===== src/rtl/sad_accumulator_if.sv =====
// sad_accumulator_if
//   Groups the sample-input and result-output handshakes of the SAD
//   accumulator.
//
//   Signals:
//     in_valid   producer -> accumulator   diff holds a sample
//     in_ready   accumulator -> producer   a sample can be taken this cycle
//     diff       producer -> accumulator   sign-magnitude difference word (N bits)
//     out_valid  accumulator -> consumer   sad holds a completed block result
//     out_ready  consumer -> accumulator   consumer takes the result
//     sad        accumulator -> consumer   block SAD, zero-extended
//     sad_sat    accumulator -> consumer   accumulator saturated during the block
//
//   Modports:
//     slave   the accumulator side
//     master  the environment side (producer + consumer)
interface sad_accumulator_if #(
   parameter int unsigned N = 32
);
   logic         in_valid;
   logic         in_ready;
   logic [N-1:0] diff;
   logic         out_valid;
   logic         out_ready;
   logic [N-1:0] sad;
   logic         sad_sat;

   modport slave (
      input  in_valid,
      input  diff,
      input  out_ready,
      output in_ready,
      output out_valid,
      output sad,
      output sad_sat
   );

   modport master (
      output in_valid,
      output diff,
      output out_ready,
      input  in_ready,
      input  out_valid,
      input  sad,
      input  sad_sat
   );
endinterface


===== src/rtl/sad_accumulator.sv =====
// sad_accumulator
//   Sums the magnitudes of sign-magnitude difference words (bit 15 = sign,
//   bits 14:0 = magnitude, bits N-1:16 ignored) over a block of BLOCK_LEN
//   accepted samples and presents one SAD result per block.
//
//   Parameters:
//     N          data word width (matches the subtract unit output)
//     BLOCK_LEN  samples per block, 2..256
//     ACC_W      accumulator width, 16..N
//
//   Ports:
//     clk    clock, all state changes on the rising edge
//     rst_n  synchronous active-low reset
//     flush  synchronous abort of the current block; wins over any handshake
//     bus    sad_accumulator_if.slave (sample input and result output)
//
//   Build option:
//     SAD_ACC_SAT_EN  defined: saturating add with sticky sad_sat flag
//                     undefined: add wraps modulo 2^ACC_W, sad_sat tied low
module sad_accumulator #(
   parameter int unsigned N         = 32,
   parameter int unsigned BLOCK_LEN = 16,
   parameter int unsigned ACC_W     = 20
) (
   input  logic              clk,
   input  logic              rst_n,
   input  logic              flush,
   sad_accumulator_if.slave  bus
);

   // Wide enough to hold BLOCK_LEN itself, so the counter never wraps.
   localparam int unsigned        CNT_W     = $clog2(BLOCK_LEN + 1);
   localparam logic [CNT_W-1:0]   BLOCK_CNT = CNT_W'(BLOCK_LEN);

   typedef enum logic [1:0] {
      IDLE,
      ACCUM,
      OUT
   } state_t;

   state_t             state_q, state_d;
   logic [ACC_W-1:0]   acc_q,   acc_d;
   logic [CNT_W-1:0]   cnt_q,   cnt_d;

   logic [14:0]        mag;
   logic               in_rdy;
   logic               accept;
   logic [ACC_W-1:0]   acc_add;
   logic [CNT_W-1:0]   cnt_inc;

   // Sign bit and upper bits carry no information for the SAD.
   logic               unused_diff_bits;
   assign unused_diff_bits = ^{bus.diff[N-1:16], bus.diff[15]};

   assign mag     = bus.diff[14:0];
   assign in_rdy  = (state_q != OUT);
   assign accept  = bus.in_valid & in_rdy & ~flush;
   assign cnt_inc = cnt_q + CNT_W'(1);

`ifdef SAD_ACC_SAT_EN
   localparam int unsigned SUM_W = ACC_W + 1;

   logic               sat_q, sat_d;
   logic [SUM_W-1:0]   sum_full;
   logic               add_ovf;

   // One extra bit catches the carry out; a clamped accumulator stays
   // clamped because any non-zero add overflows again.
   assign sum_full = {1'b0, acc_q} + SUM_W'(mag);
   assign add_ovf  = sum_full[ACC_W];
   assign acc_add  = add_ovf ? '1 : sum_full[ACC_W-1:0];
`else
   assign acc_add  = acc_q + ACC_W'(mag);
`endif

   // Next-state and datapath update. IDLE and ACCUM share the add path:
   // in IDLE the accumulator and counter are already zero, so the first
   // sample simply loads its magnitude and sets the count to one.
   always_comb begin
      state_d = state_q;
      acc_d   = acc_q;
      cnt_d   = cnt_q;
`ifdef SAD_ACC_SAT_EN
      sat_d   = sat_q;
`endif

      unique case (state_q)
         IDLE, ACCUM: begin
            if (accept) begin
               acc_d   = acc_add;
               cnt_d   = cnt_inc;
`ifdef SAD_ACC_SAT_EN
               sat_d   = sat_q | add_ovf;
`endif
               state_d = (cnt_inc == BLOCK_CNT) ? OUT : ACCUM;
            end
         end
         OUT: begin
            if (bus.out_ready) begin
               state_d = IDLE;
               acc_d   = '0;
               cnt_d   = '0;
`ifdef SAD_ACC_SAT_EN
               sat_d   = 1'b0;
`endif
            end
         end
         default: begin
            state_d = IDLE;
            acc_d   = '0;
            cnt_d   = '0;
`ifdef SAD_ACC_SAT_EN
            sat_d   = 1'b0;
`endif
         end
      endcase

      // Abort overrides whatever handshake happened this cycle.
      if (flush) begin
         state_d = IDLE;
         acc_d   = '0;
         cnt_d   = '0;
`ifdef SAD_ACC_SAT_EN
         sat_d   = 1'b0;
`endif
      end
   end

   always_ff @(posedge clk) begin
      if (!rst_n) begin
         state_q <= IDLE;
         acc_q   <= '0;
         cnt_q   <= '0;
`ifdef SAD_ACC_SAT_EN
         sat_q   <= 1'b0;
`endif
      end else begin
         state_q <= state_d;
         acc_q   <= acc_d;
         cnt_q   <= cnt_d;
`ifdef SAD_ACC_SAT_EN
         sat_q   <= sat_d;
`endif
      end
   end

   // Handshake outputs come only from registered state.
   assign bus.in_ready  = in_rdy;
   assign bus.out_valid = (state_q == OUT);
   assign bus.sad       = N'(acc_q);
`ifdef SAD_ACC_SAT_EN
   assign bus.sad_sat   = sat_q;
`else
   assign bus.sad_sat   = 1'b0;
`endif

endmodule


===== src/flat_wrapper.sv =====
// flat-port wrapper written by rule: the top's interface ports become plain ports
module sad_accumulator_flat 
#(
   parameter int unsigned N         = 32,
   parameter int unsigned BLOCK_LEN = 16,
   parameter int unsigned ACC_W     = 20
)
  (clk, rst_n, flush, bus_in_valid, bus_diff, bus_out_ready, bus_in_ready, bus_out_valid, bus_sad, bus_sad_sat);
  sad_accumulator_if #(.N(N)) bus_i ();
  input  logic clk;
  input  logic rst_n;
  input  logic flush;
  input wire logic [$bits(bus_i.in_valid)-1:0] bus_in_valid;
  input wire logic [$bits(bus_i.diff)-1:0] bus_diff;
  input wire logic [$bits(bus_i.out_ready)-1:0] bus_out_ready;
  output wire logic [$bits(bus_i.in_ready)-1:0] bus_in_ready;
  output wire logic [$bits(bus_i.out_valid)-1:0] bus_out_valid;
  output wire logic [$bits(bus_i.sad)-1:0] bus_sad;
  output wire logic [$bits(bus_i.sad_sat)-1:0] bus_sad_sat;
  assign bus_i.in_valid = bus_in_valid;
  assign bus_i.diff = bus_diff;
  assign bus_i.out_ready = bus_out_ready;
  assign bus_in_ready = bus_i.in_ready;
  assign bus_out_valid = bus_i.out_valid;
  assign bus_sad = bus_i.sad;
  assign bus_sad_sat = bus_i.sad_sat;
  sad_accumulator #(.N(N), .BLOCK_LEN(BLOCK_LEN), .ACC_W(ACC_W)) u_core (.clk(clk), .rst_n(rst_n), .flush(flush), .bus(bus_i));
endmodule

===== config.mk =====
export PLATFORM = sky130hd
export DESIGN_NAME = sad_accumulator_flat
export DESIGN_NICKNAME = d
export VERILOG_FILES = /design/src/rtl/sad_accumulator_if.sv /design/src/rtl/sad_accumulator.sv /design/src/flat_wrapper.sv
export SDC_FILE = /design/constraint.sdc
export NUM_CORES = 1
export LEC_CHECK = 0
export ABC_AREA = 1
export CORE_ASPECT_RATIO = 2
export CORE_MARGIN = 5
export CORE_UTILIZATION = 43
export CTS_CLUSTER_DIAMETER = 80
export DETAILED_ROUTE_END_ITERATION = 8
export PLACE_DENSITY = 0.75
export SYNTH_ARGS = -nofsm -noshare
export SYNTH_HDL_FRONTEND = slang
export SYNTH_SLANG_ARGS = --single-unit

===== constraint.sdc =====
create_clock -name clk -period 1.8 [get_ports clk]
set_input_delay 0.18 -clock clk [delete_from_list [all_inputs] [get_ports clk]]
set_output_delay 0.18 -clock clk [all_outputs]
set_load 0.01 [all_outputs]

# ---- After elaboration in Yosys (flattened, before gate mapping)
# Index checks and enable logic that the tools add are counted.
dict set report totals {
  elab_cells 29
  mem_bits_ro 0
  latchBits 0
  output_inout_bits 35
  mem_count 0
  reg_bits 27
  ramBits 0
  inputBits 37
}
dict set report op_classes {
  n_bitwise 4
  mul 0
  eq_ne 6
  n_shift 0
  mux 10
  div_mod_pow 0
  order_cmp 0
  n_addsub 2
  n_reduce_logical 4
}
# op n
set op_table {}
lappend op_table {{2-to-1 mux 20 bit} 2}
lappend op_table {{one-hot mux 20 bit (2 select lines)} 1}
lappend op_table {{adder 20 x 15 -> 20 bit} 1}
lappend op_table {{2-to-1 mux 5 bit} 2}
lappend op_table {{one-hot mux 5 bit (2 select lines)} 1}
lappend op_table {{2-to-1 mux 2 bit} 3}
lappend op_table {{adder 5 x 1 -> 5 bit (second input constant)} 1}
lappend op_table {{== test 5 bit (second input constant)} 1}
lappend op_table {{!= test 2 bit (second input constant)} 2}
lappend op_table {{one-hot mux 2 bit (2 select lines)} 1}
lappend op_table {{OR reduction 2 bit} 2}
lappend op_table {{AND 1 bit} 2}
lappend op_table {{== test 2 x 1 -> 1 bit (second input constant)} 1}
lappend op_table {{== test 2 bit (second input constant)} 1}
lappend op_table {{logical NOT 2 bit} 1}
lappend op_table {{!= test 2 x 1 -> 1 bit (second input constant)} 1}
lappend op_table {{NOT 1 bit} 2}
lappend op_table {{AND reduction 2 bit} 1}

# ---- Logic depth before layout (Yosys ltp)
# Gate-level depths: netlist (run 1).
dict set report depth {
  ltp_word 5
  mapped_depth 12
  depth_no_buf 12
}

# ---- Worst setup path after synthesis (run 1)
# OpenSTA, ideal clock, no wires.
dict set report synth_timing {
  kind {reg-to-reg}
  startpoint {register u_core.acc_q[0]}
  endpoint {register u_core.acc_q[16]}
  t_arrival_ns 1.602
  path_stages_with_launch 11
  setup_ns 0.115
  path_slack_ns 0.083
  path_cell_list {dfxtp_1 > ha_1 > fa_1 > nand3_1 > nand3_2 > nand2_1 > nand3_1 > nand3_1 > nand2_1 > a21oi_1 > nor2_1}
}
dict set report synth_between {
  elab_chain_cells 3
}
# item line
set synth_lines {}
lappend synth_lines {{start, declared} sad_accumulator.sv:42} ;# logic [ACC_W-1:0] acc_q, acc_d;
lappend synth_lines {{start signal, assigned} sad_accumulator.sv:132} ;# acc_q <= '0;
lappend synth_lines {{start signal, assigned} sad_accumulator.sv:139} ;# acc_q <= acc_d;
lappend synth_lines {{adder 20 x 15 -> 20 bit} sad_accumulator.sv:73} ;# assign acc_add = acc_q + ACC_W'(mag);
lappend synth_lines {{2-to-1 mux 20 bit} sad_accumulator.sv:89} ;# if (accept) begin
lappend synth_lines {{one-hot mux 20 bit (2 select lines)} sad_accumulator.sv:87} ;# unique case (state_q)
# Every way passes these cells. The select of a mux whose other input is x is not followed.
# A chain may end at the register's enable or synchronous reset.

# ---- Final worst setup path (run 1)
dict set report layout_timing {
  startpoint {register u_core.acc_q[0]}
  endpoint {register u_core.acc_q[10]}
}
# Same word-level chain as after synthesis.

==> results of run 1 <==
-- per-stage QoR --
stage	cells	TNS (ns)	util	hold slack, ns	setup WS [ns]
after CTS	479	0	0.568	0.488	0.0225
after global routing	481	-0.0559	0.593	0.395	-0.0194
final	481	0	0.593	0.378	0.0806
after floorplan	368	0	-	0.365	0.0826
after detailed placement	475	-3.16	0.558	0.471	-0.310
after global placement	475	-2.51	0.558	0.463	-0.257
-- cells by family (layout without fill, tap and decap cells) --
family / after synthesis / after routing / synth area share
adder cells (fa/ha/maj): 17 / 17 / 0.0958
XOR/XNOR: 5 / 5 / 0.0191
buffers and inverters: 67 / 122 / 0.138
AND/OR/NAND/NOR: 189 / 189 / 0.384
other: 1 / 13 / 0.00163
AO/OA/AOI/OAI: 50 / 50 / 0.126
flip-flops: 27 / 27 / 0.235
-- flip-flops by register name, indices dropped and copies added (netlist names) --
signal	flops
u_core.acc_q	20
u_core.cnt_q	5
u_core.state_q	2
-- cells in the mapped netlist --
| cell | instances | share of area |
|---|---|---|
| buf_4 | 14 | 0.046 |
| nor2_2 | 4 | 0.011 |
| nand3b_1 | 3 | 0.0098 |
| a21oi_2 | 3 | 0.011 |
| a22oi_1 | 1 | 0.0033 |
| a21oi_1 | 34 | 0.074 |
| ha_1 | 16 | 0.087 |
| nor4_1 | 1 | 0.0027 |
| nand3b_2 | 1 | 0.0049 |
| nand3_2 | 4 | 0.017 |
| a221oi_2 | 1 | 0.0065 |
| buf_2 | 2 | 0.0044 |
| nor2_4 | 1 | 0.0049 |
| fa_1 | 1 | 0.0087 |
| nand2_2 | 11 | 0.030 |
| o21ai_0 | 5 | 0.011 |
| a21o_1 | 1 | 0.0033 |
| or2_2 | 1 | 0.0027 |
| or2_1 | 3 | 0.0082 |
| clkinv_2 | 1 | 0.0022 |
| o21ai_1 | 3 | 0.0065 |
| dfxtp_1 | 27 | 0.24 |
| xor2_1 | 5 | 0.019 |
| inv_2 | 8 | 0.013 |
| nor2_1 | 24 | 0.039 |
| nand3_1 | 23 | 0.050 |
| nand2_4 | 2 | 0.0098 |
| inv_1 | 38 | 0.062 |
| nor3_2 | 4 | 0.017 |
| inv_4 | 1 | 0.0027 |
| o21ai_4 | 1 | 0.0071 |
| nand4_1 | 1 | 0.0027 |
| conb_1 | 1 | 0.0016 |
| buf_6 | 1 | 0.0049 |
| o21a_1 | 1 | 0.0033 |
| nand2_1 | 106 | 0.17 |
| clkbuf_1 | 2 | 0.0033 |
-- area by class of cell --
type,count,area (µm²),share of cell area
tap,58,72.6,0.0236
clock buffer,4,45.0,0.0147
timing repair buffer,70,631,0.205
multi-input combinational,274,1600,0.520
sequential,27,543,0.177
inverter,48,184,0.0599
-- worst min-delay path, cell delays in order --
cell and delay [ns]:
dlymetal6s2s_1 0.15, ha_4 0.15, nand2_1 0.04, a21oi_1 0.10
-- worst max path at each step --
stage                                start               end  slack (ns)  cells after the start
after global routing      u_core.acc_q[10]  u_core.acc_q[16]       -0.02                      9
final                      u_core.acc_q[0]  u_core.acc_q[10]        0.08                      8
after CTS                  u_core.acc_q[0]  u_core.acc_q[16]        0.02                     10
after global placement         bus_diff[0]  u_core.acc_q[16]       -0.26                     11
after floorplan            u_core.acc_q[0]  u_core.acc_q[16]        0.08                     10
after detailed placement       bus_diff[0]  u_core.acc_q[16]       -0.31                     11
-- routing by layer --
metal  track usage  vias up
met3        0.0193       19
met2         0.362       80
met5             0        -
met4        0.0892        0
li1              -     1237
met1         0.192     1092
-- power groups by stage --
stage	clock (µW)	sequential [µW]	combinational, µW
floorplan	0	633	216
global placement	0	630	345
detailed placement	0	630	350
CTS	374	616	352
global route	395	620	410
finish	370	618	373
-- timing repair --
item,in CTS,in global routing
buffers inserted,0,2
pin swaps,0,5
resized for setup,1,22
endpoints found under the setup margin,4,13
==> results.py, run 1 <==
metrics = {
    "cells_and_area": {
        "area_delta_synth_final_pct": 33.7,
        "drive_above_1_share": 0.225,
        "antenna_cells": 0,
        "mostFrequentLayoutCells": "nand2_1 (102), clkdlybuf4s50_1 (40), inv_1 (38), a21oi_1 (34), buf_4 (29)",
        "final_nets": 478,
        "final_common_cell": "nand2_1",
        "fin_area_um2": 3070,
        "n_fill_cell": 491,
    },
    "setup_path": {
        "path_cells": "ha_4, fa_2, buf_4, nand3_2, nand3_2, or2_1, nand3_2, a21oi_1",
        "r2r_cells": 8,
        "startpoint_type": "register",
        "cp_slowest_cell": "fa_2",
        "crit_top_cell": "nand3_2",
        "critPathKind": "reg2reg",
        "cp_data_required_time_ns": 1.94,
        "crit_arrival_ns": 1.86,
        "crit_path_max_incr_delay_ns": 0.39,
        "r2r_end": "u_core.acc_q[10]",
        "r2r_slack_ns": 0.08,
        "r2r-start": "u_core.acc_q[0]",
        "crit_family": "adder cells",
        "crit_path_end_kind": "register",
        "crit_buf_inv": 1,
        "path_max_fanout": 3,
    },
    "global_route": {
        "grt-ovfl-total": 0,
        "grt_pass1_wl_um": 10200,
        "grt_pass1_vias": 2384,
        "grt_use_total": 0.191,
        "antenna_found_initial": 0,
        "grt_start_max_net_pins": 21,
    },
    "pwr": {
        "p_int_uw": 938,
        "p_leak_uw": 0.00142,
        "p_seq_frac": 0.454,
        "power.switching_uw": 423,
        "clkPwrFrac": 0.272,
        "p_total_uw": 1360,
        "ir_worst_vdd_uv": 398,
        "p_comb_frac": 0.274,
        "p_sw_frac": 0.311,
        "powerDensity_nw_per_um2": 443,
    },
    "timing": {
        "worst_pin_slew_ns": 0.795,
        "relSlewSlack": 0.469,
        "skew_ns": 0.00688,
        "setup_violations": 0,
        "period_needed_ns": 1.72,
        "fmax_mhz": 582,
        "fin_crit_sh": 0.955,
        "grt_setup_unrepaired": "true",
        "maxSlewViolCount": 0,
        "final_hold_viol_count": 0,
    },
    "cts": {
        "clock_latency_ns": 0.28,
        "cts_buffers": 3,
        "cts_tree": "built",
        "postCtsHoldBufs": 0,
        "cts_root_buffer": "clkbuf_8",
        "clockBufferDepth": 2,
        "htreeDepth": 1,
        "clk_transition_reported_paths_ns": 0.10,
        "clock-sinks": 27,
    },
    "detailed_routing": {
        "met3WireLength_um": 305,
        "wl_per_cell_um": 13.6,
        "top_layer": "met4",
        "drc": 0,
        "viasPerCell": 5.05,
        "route.met2.wl_um": 3670,
        "wirelength_um": 6560,
        "wl_met1_um": 2310,
        "drt_iter0_drc": 79,
        "antenna_left": 0,
        "vias": 2428,
        "dr.pass1.iters": 4,
    },
    "floorplan": {
        "rows": 37,
        "die_area_um2": 7000,
        "core_area_um2": 5180,
        "die_h_um": 113,
        "io_pins": 72,
        "die-width_um": 61.7,
        "start_util": 0.443,
    },
    "logic_synthesis": {
        "ys_warn_count": 0,
        "ys_seq_area_frac": 0.235,
        "synth_seq_cells": 27,
        "syn_avg_cell_area_um2": 6.46,
        "postSynthCellCount": 356,
        "synth_cell_types": 37,
        "netlist_area_um2": 2300,
    },
    "min_path": {
        "hold_depth": 4,
        "min_path_type": "in2reg",
        "worstHoldStart": "bus_diff[0]",
        "hold_end": "u_core.acc_q[0]",
    },
    "placed_design": {
        "dpl.hpwl_um": 5290,
        "place_congestion": 0.907,
        "dpl_cell_area_um2": 2900,
        "portBuffers": 41,
    },
    "run": {
        "max_cap_viol_count": 0,
    },
    "run_status": {
        "status": "completed",
    },
}
Note: power is estimated with default switching activity, not from simulation.
==> run 2: changes to the inputs <==
- CAP_MARGIN: unset -> 15
- CORE_UTILIZATION: 43 -> 47
- PLACE_DENSITY: 0.75 -> 0.78
- clock period: 1.8 -> 1.85 ns (I/O delays scaled with it)
==> results.py, run 2 (synthesized netlist as in run 1, its figures left out) <==
metrics = {
    "setup_path": {
        "r2r_slack_ns": 0.13,
        "critPathKind": "reg2reg",
        "startpoint_type": "register",
        "crit_path_max_incr_delay_ns": 0.39,
        "cp_data_required_time_ns": 2.03,
        "r2r-start": "u_core.acc_q[0]",
        "crit_top_cell": "nand3_1",
        "crit_arrival_ns": 1.90,
        "path_cells": "ha_2, fa_2, buf_4, nand3_1, nand3_2, or2_1, nand3_1, a21oi_1",
        "cp_slowest_cell": "fa_2",
        "path_max_fanout": 3,
        "r2r_end": "u_core.acc_q[10]",
        "r2r_cells": 8,
        "crit_path_end_kind": "register",
    },
    "global_route": {
        "grt_use_met1": 0.203,
        "grt_use_total": 0.196,
        "grt_pass1_wl_um": 9870,
        "met2_usage": 0.375,
        "grt_start_max_net_pins": 16,
        "antenna_found_initial": 0,
        "grt_pass1_vias": 2329,
        "grt-ovfl-total": 0,
        "top_usage_layer": "met2",
        "use_met3": 0.0201,
    },
    "pwr": {
        "p_int_uw": 887,
        "ir_worst_vdd_uv": 416,
        "p_comb_frac": 0.259,
        "p_sw_frac": 0.304,
        "clkPwrFrac": 0.271,
        "p_leak_uw": 0.00139,
        "powerDensity_nw_per_um2": 434,
        "p_total_uw": 1280,
        "p_seq_frac": 0.470,
        "power.switching_uw": 388,
    },
    "run": {
        "max_cap_viol_count": 0,
    },
    "floorplan": {
        "die-width_um": 59.5,
        "core_area_um2": 4820,
        "die_area_um2": 6470,
        "start_util": 0.477,
        "rows": 36,
        "die_h_um": 109,
        "io_pins": 72,
    },
    "timing": {
        "skew_ns": 0.00507,
        "setup_violations": 0,
        "fin_crit_sh": 0.928,
        "fmax_mhz": 582,
        "hold_ws_ns": 0.490,
        "maxSlewViolCount": 0,
        "final_hold_viol_count": 0,
        "period_needed_ns": 1.72,
    },
    "cts": {
        "htreeDepth": 1,
        "cts_tree": "built",
        "clk_transition_reported_paths_ns": 0.10,
        "cts_root_buffer": "clkbuf_8",
        "cts_buffers": 3,
        "clock_latency_ns": 0.28,
        "clock-sinks": 27,
        "postCtsHoldBufs": 0,
        "clockBufferDepth": 2,
    },
    "cells_and_area": {
        "drive_above_1_share": 0.188,
        "top_regs": "u_core.acc_q (20), u_core.cnt_q (5), u_core.state_q (2)",
        "n_fill_cell": 492,
        "final_common_cell": "nand2_1",
        "area_delta_synth_final_pct": 27.9,
        "final_nets": 471,
        "mostFrequentLayoutCells": "nand2_1 (105), clkdlybuf4s50_1 (41), inv_1 (38), a21oi_1 (32), dfxtp_1 (26)",
        "largest_register": "u_core.acc_q",
        "largest_reg_flops": 20,
        "antenna_cells": 0,
    },
    "detailed_routing": {
        "wl_per_cell_um": 12.7,
        "drc": 0,
        "wirelength_um": 6010,
        "antenna_left": 0,
        "vias": 2362,
        "drt_iter0_drc": 63,
        "viasPerCell": 4.99,
        "dr.pass1.iters": 4,
    },
    "placed_design": {
        "portBuffers": 41,
        "place_congestion": 0.900,
        "dpl.hpwl_um": 4970,
    },
    "min_path": {
        "min_path_type": "reg2reg",
        "worstHoldStart": "u_core.acc_q[5]",
        "hold_depth": 2,
        "hold_end": "u_core.acc_q[5]",
    },
    "run_status": {
        "status": "completed",
    },
}
==> run 2: cell count changes in the layout (fill, tap and decap cells not counted), moves of 2 or more <==
cell / change
buf_4: -7
ha_1: +7
ha_4: -5
nand2_1: +3
nand2_2: -3
a21oi_1: -2
a21oi_2: +2
ha_2: -2
nand3_1: +2
nand3_2: -2
==> run 2: worst max-delay path by stage <==
stage	cells after the start	start	to	slack [ns]
after floorplan	10	u_core.acc_q[0]	u_core.acc_q[16]	0.13
after global placement	11	bus_diff[0]	u_core.acc_q[16]	-0.21
after detailed placement	10	bus_diff[0]	u_core.acc_q[8]	-0.25
after CTS	9	u_core.acc_q[0]	u_core.acc_q[8]	0.06
after global routing	10	u_core.acc_q[3]	u_core.acc_q[10]	-0.006
final	8	u_core.acc_q[0]	u_core.acc_q[10]	0.13
==> run 2: worst max-delay path, delay by kind of cell, from the launching register on <==
kind                     cells  cell delay [ns]
AO/OA/AOI/OAI                1             0.06
buffers and inverters        1             0.14
flip-flops                   1             0.34
adder cells (fa/ha/maj)      2             0.58
AND/OR/NAND/NOR              4             0.49
==> run 2: power groups by stage <==
stage          registers [µW]  logic (µW)  clock network (µW)
6_report                  599         331                 346
5_1_grt                   602         366                 389
4_1_cts                   600         326                 362
3_5_place_dp              613         324                   0
3_3_place_gp              612         321                   0
2_1_floorplan             616         210                   0
==> run 2: final cells by class <==
class / instances / area [µm²] / share of cell area
clock inverters: 1 / 5.00 / 0.00170
well taps: 57 / 71.3 / 0.0243
repair buffers: 63 / 576 / 0.196
inverters: 48 / 184 / 0.0626
flip-flops and latches: 27 / 542 / 0.184
clock buffers: 3 / 41.3 / 0.0140
multi-input cells: 274 / 1520 / 0.517
==> run 2: per-layer routing <==
metal / up-vias / part of all wire
met4: 0 / 0.032
li1: 1225 / -
met5: - / 0
met3: 13 / 0.039
met2: 63 / 0.55
met1: 1061 / 0.37
==> run 2: what timing repair did <==
| item | CTS | global route |
|---|---|---|
| gates resized for setup | 1 | 10 |
| pin swaps | 0 | 2 |
| setup endpoints to repair | 1 | 6 |
| setup buffers | 0 | 2 |
| endpoints found under the hold margin | 0 | 0 |
==> run 2: metrics by stage <==
stage	setup WS, ns	instances	TNS [ns]	util	instance area [µm²]
4_1_cts	0.0580	471	0	0.600	2890
6_report	0.132	473	0	0.610	2940
3_3_place_gp	-0.206	467	-1.52	0.590	2840
5_1_grt	-0.00607	473	-0.00662	0.610	2940
2_1_floorplan	0.133	368	0	-	2340
3_5_place_dp	-0.246	467	-1.84	0.590	2840
==> run 3: changes to the inputs <==
- SETUP_SLACK_MARGIN: unset -> 0.2
==> results.py, run 3 (synthesized netlist as in run 1, its figures left out) <==
metrics = {
    "cells_and_area": {
        "final_common_cell": "nand2_1",
        "largest_register": "u_core.acc_q",
        "top_regs": "u_core.acc_q (20), u_core.cnt_q (5), u_core.state_q (2)",
        "final_nets": 468,
        "area_delta_synth_final_pct": 38.0,
        "antenna_cells": 0,
        "mostFrequentLayoutCells": "nand2_1 (98), inv_1 (38), clkdlybuf4s50_1 (37), a21oi_1 (28), nor2_1 (22)",
        "fin_area_um2": 3170,
        "drive_above_1_share": 0.269,
        "final_util": 0.658,
        "largest_reg_flops": 20,
        "instances_no_fill": 470,
    },
    "placed_design": {
        "place_congestion": 0.968,
        "portBuffers": 41,
        "place_inst": 461,
        "dpl.hpwl_um": 4980,
        "dpl_cell_area_um2": 2800,
    },
    "timing": {
        "grt_setup_unrepaired": "true",
        "final_hold_viol_count": 0,
        "setup_violations": 0,
        "fmax_mhz": 618,
        "period_needed_ns": 1.62,
        "fin_crit_sh": 0.875,
        "fin_tns_setup_ns": 0,
        "skew_ns": 0.00425,
        "maxSlewViolCount": 0,
    },
    "floorplan": {
        "rows": 36,
        "die_area_um2": 6470,
        "start_util": 0.477,
        "io_pins": 72,
        "die_h_um": 109,
        "die-width_um": 59.5,
        "core_area_um2": 4820,
    },
    "cts": {
        "htreeDepth": 1,
        "clock-sinks": 27,
        "clockBufferDepth": 2,
        "cts_buffers": 3,
        "clock_latency_ns": 0.28,
        "cts_tree": "built",
        "clk_transition_reported_paths_ns": 0.10,
        "cts_root_buffer": "clkbuf_8",
        "postCtsHoldBufs": 0,
    },
    "setup_path": {
        "critPathKind": "reg2reg",
        "r2r-start": "u_core.acc_q[0]",
        "r2r_slack_ns": 0.23,
        "startpoint_type": "register",
        "crit_path_end_kind": "register",
        "crit_arrival_ns": 1.81,
        "cp_data_required_time_ns": 2.04,
        "r2r_end": "u_core.acc_q[16]",
        "r2r_cells": 10,
        "path_max_fanout": 4,
    },
    "global_route": {
        "grt_use_total": 0.207,
        "grt_start_max_net_pins": 21,
        "antenna_found_initial": 0,
        "grt_pass1_wl_um": 10300,
        "grt_pass1_vias": 2334,
        "grt-ovfl-total": 0,
    },
    "pwr": {
        "p_leak_uw": 0.00142,
        "ir_worst_vdd_uv": 484,
        "powerDensity_nw_per_um2": 419,
    },
    "detailed_routing": {
        "drt_iter0_drc": 32,
        "viasPerCell": 5.03,
        "antenna_left": 0,
        "dr.pass1.iters": 4,
        "wl_per_cell_um": 13.6,
        "drc": 0,
        "vias": 2363,
        "wirelength_um": 6410,
    },
    "min_path": {
        "hold_end": "u_core.acc_q[6]",
        "worstHoldStart": "bus_diff[6]",
        "min_path_type": "in2reg",
        "hold_depth": 5,
    },
    "run_status": {
        "status": "completed",
    },
    "run": {
        "max_cap_viol_count": 0,
    },
}
## run 3: final cells by class
| type | instances | area (µm²) |
|---|---|---|
| inverters | 48 | 185 |
| flip-flops and latches | 27 | 554 |
| multi-input cells | 274 | 1760 |
| repair buffers | 60 | 559 |
| well taps | 57 | 71.3 |
| clock buffers | 4 | 45.0 |
| fillers | 442 | 1650 |
## run 3: critical path, stage by stage, from the launching register on
cell	delay, ns
dfxtp_2	0.35
ha_4	0.16
fa_2	0.34
nand3_2	0.09
nand3_4	0.10
nand2_1	0.09
nand3_2	0.10
nand3_2	0.08
nand2_2	0.06
a21oi_2	0.11
nor2_1	0.05
## run 3: routing by layer
metal | vias to the layer above | global-route usage | share of wire
met5 | - | 0 | 0
met4 | 0 | 0.0972 | 0.038
met3 | 16 | 0.0190 | 0.032
met2 | 58 | 0.411 | 0.56
met1 | 1070 | 0.199 | 0.37
li1 | 1219 | - | -
## run 3: worst max-delay path by stage
stage / slack [ns] / startpoint / cells after the start / to
global route: 0.12 / u_core.acc_q[0] / 11 / u_core.acc_q[14]
CTS: 0.19 / u_core.acc_q[0] / 8 / u_core.acc_q[10]
floorplan: 0.23 / u_core.acc_q[0] / 10 / u_core.acc_q[16]
global placement: -0.13 / bus_diff[0] / 11 / u_core.acc_q[16]
finish: 0.23 / u_core.acc_q[0] / 10 / u_core.acc_q[16]
detailed placement: -0.16 / bus_diff[0] / 11 / u_core.acc_q[16]
## run 3: report_power, final
part | internal (µW) | switching, µW | total, µW | leakage, µW
logic | 168 | 204 | 372 | 0.00117
registers | 591 | 11.9 | 603 | 0.000223
clock network | 155 | 200 | 355 | 0.0000228
total | 913 | 416 | 1330 | 0.00142
## run 3: timing repair
item / CTS / global route
hold endpoints to repair: 0 / 0
pin swaps: 4 / 6
gates resized for setup: 20 / 41
setup endpoints to repair: 14 / 16
buffers inserted: 3 / 2
## run 3: metrics by stage
| step | hold WS, ns | total power (µW) | setup WS [ns] |
|---|---|---|---|
| finish | 0.422 | 1330 | 0.231 |
| global route | 0.440 | 1400 | 0.120 |
| CTS | 0.446 | 1300 | 0.194 |
| detailed placement | 0.471 | 928 | -0.163 |
| global placement | 0.467 | 923 | -0.127 |
| floorplan | 0.370 | 826 | 0.230 |
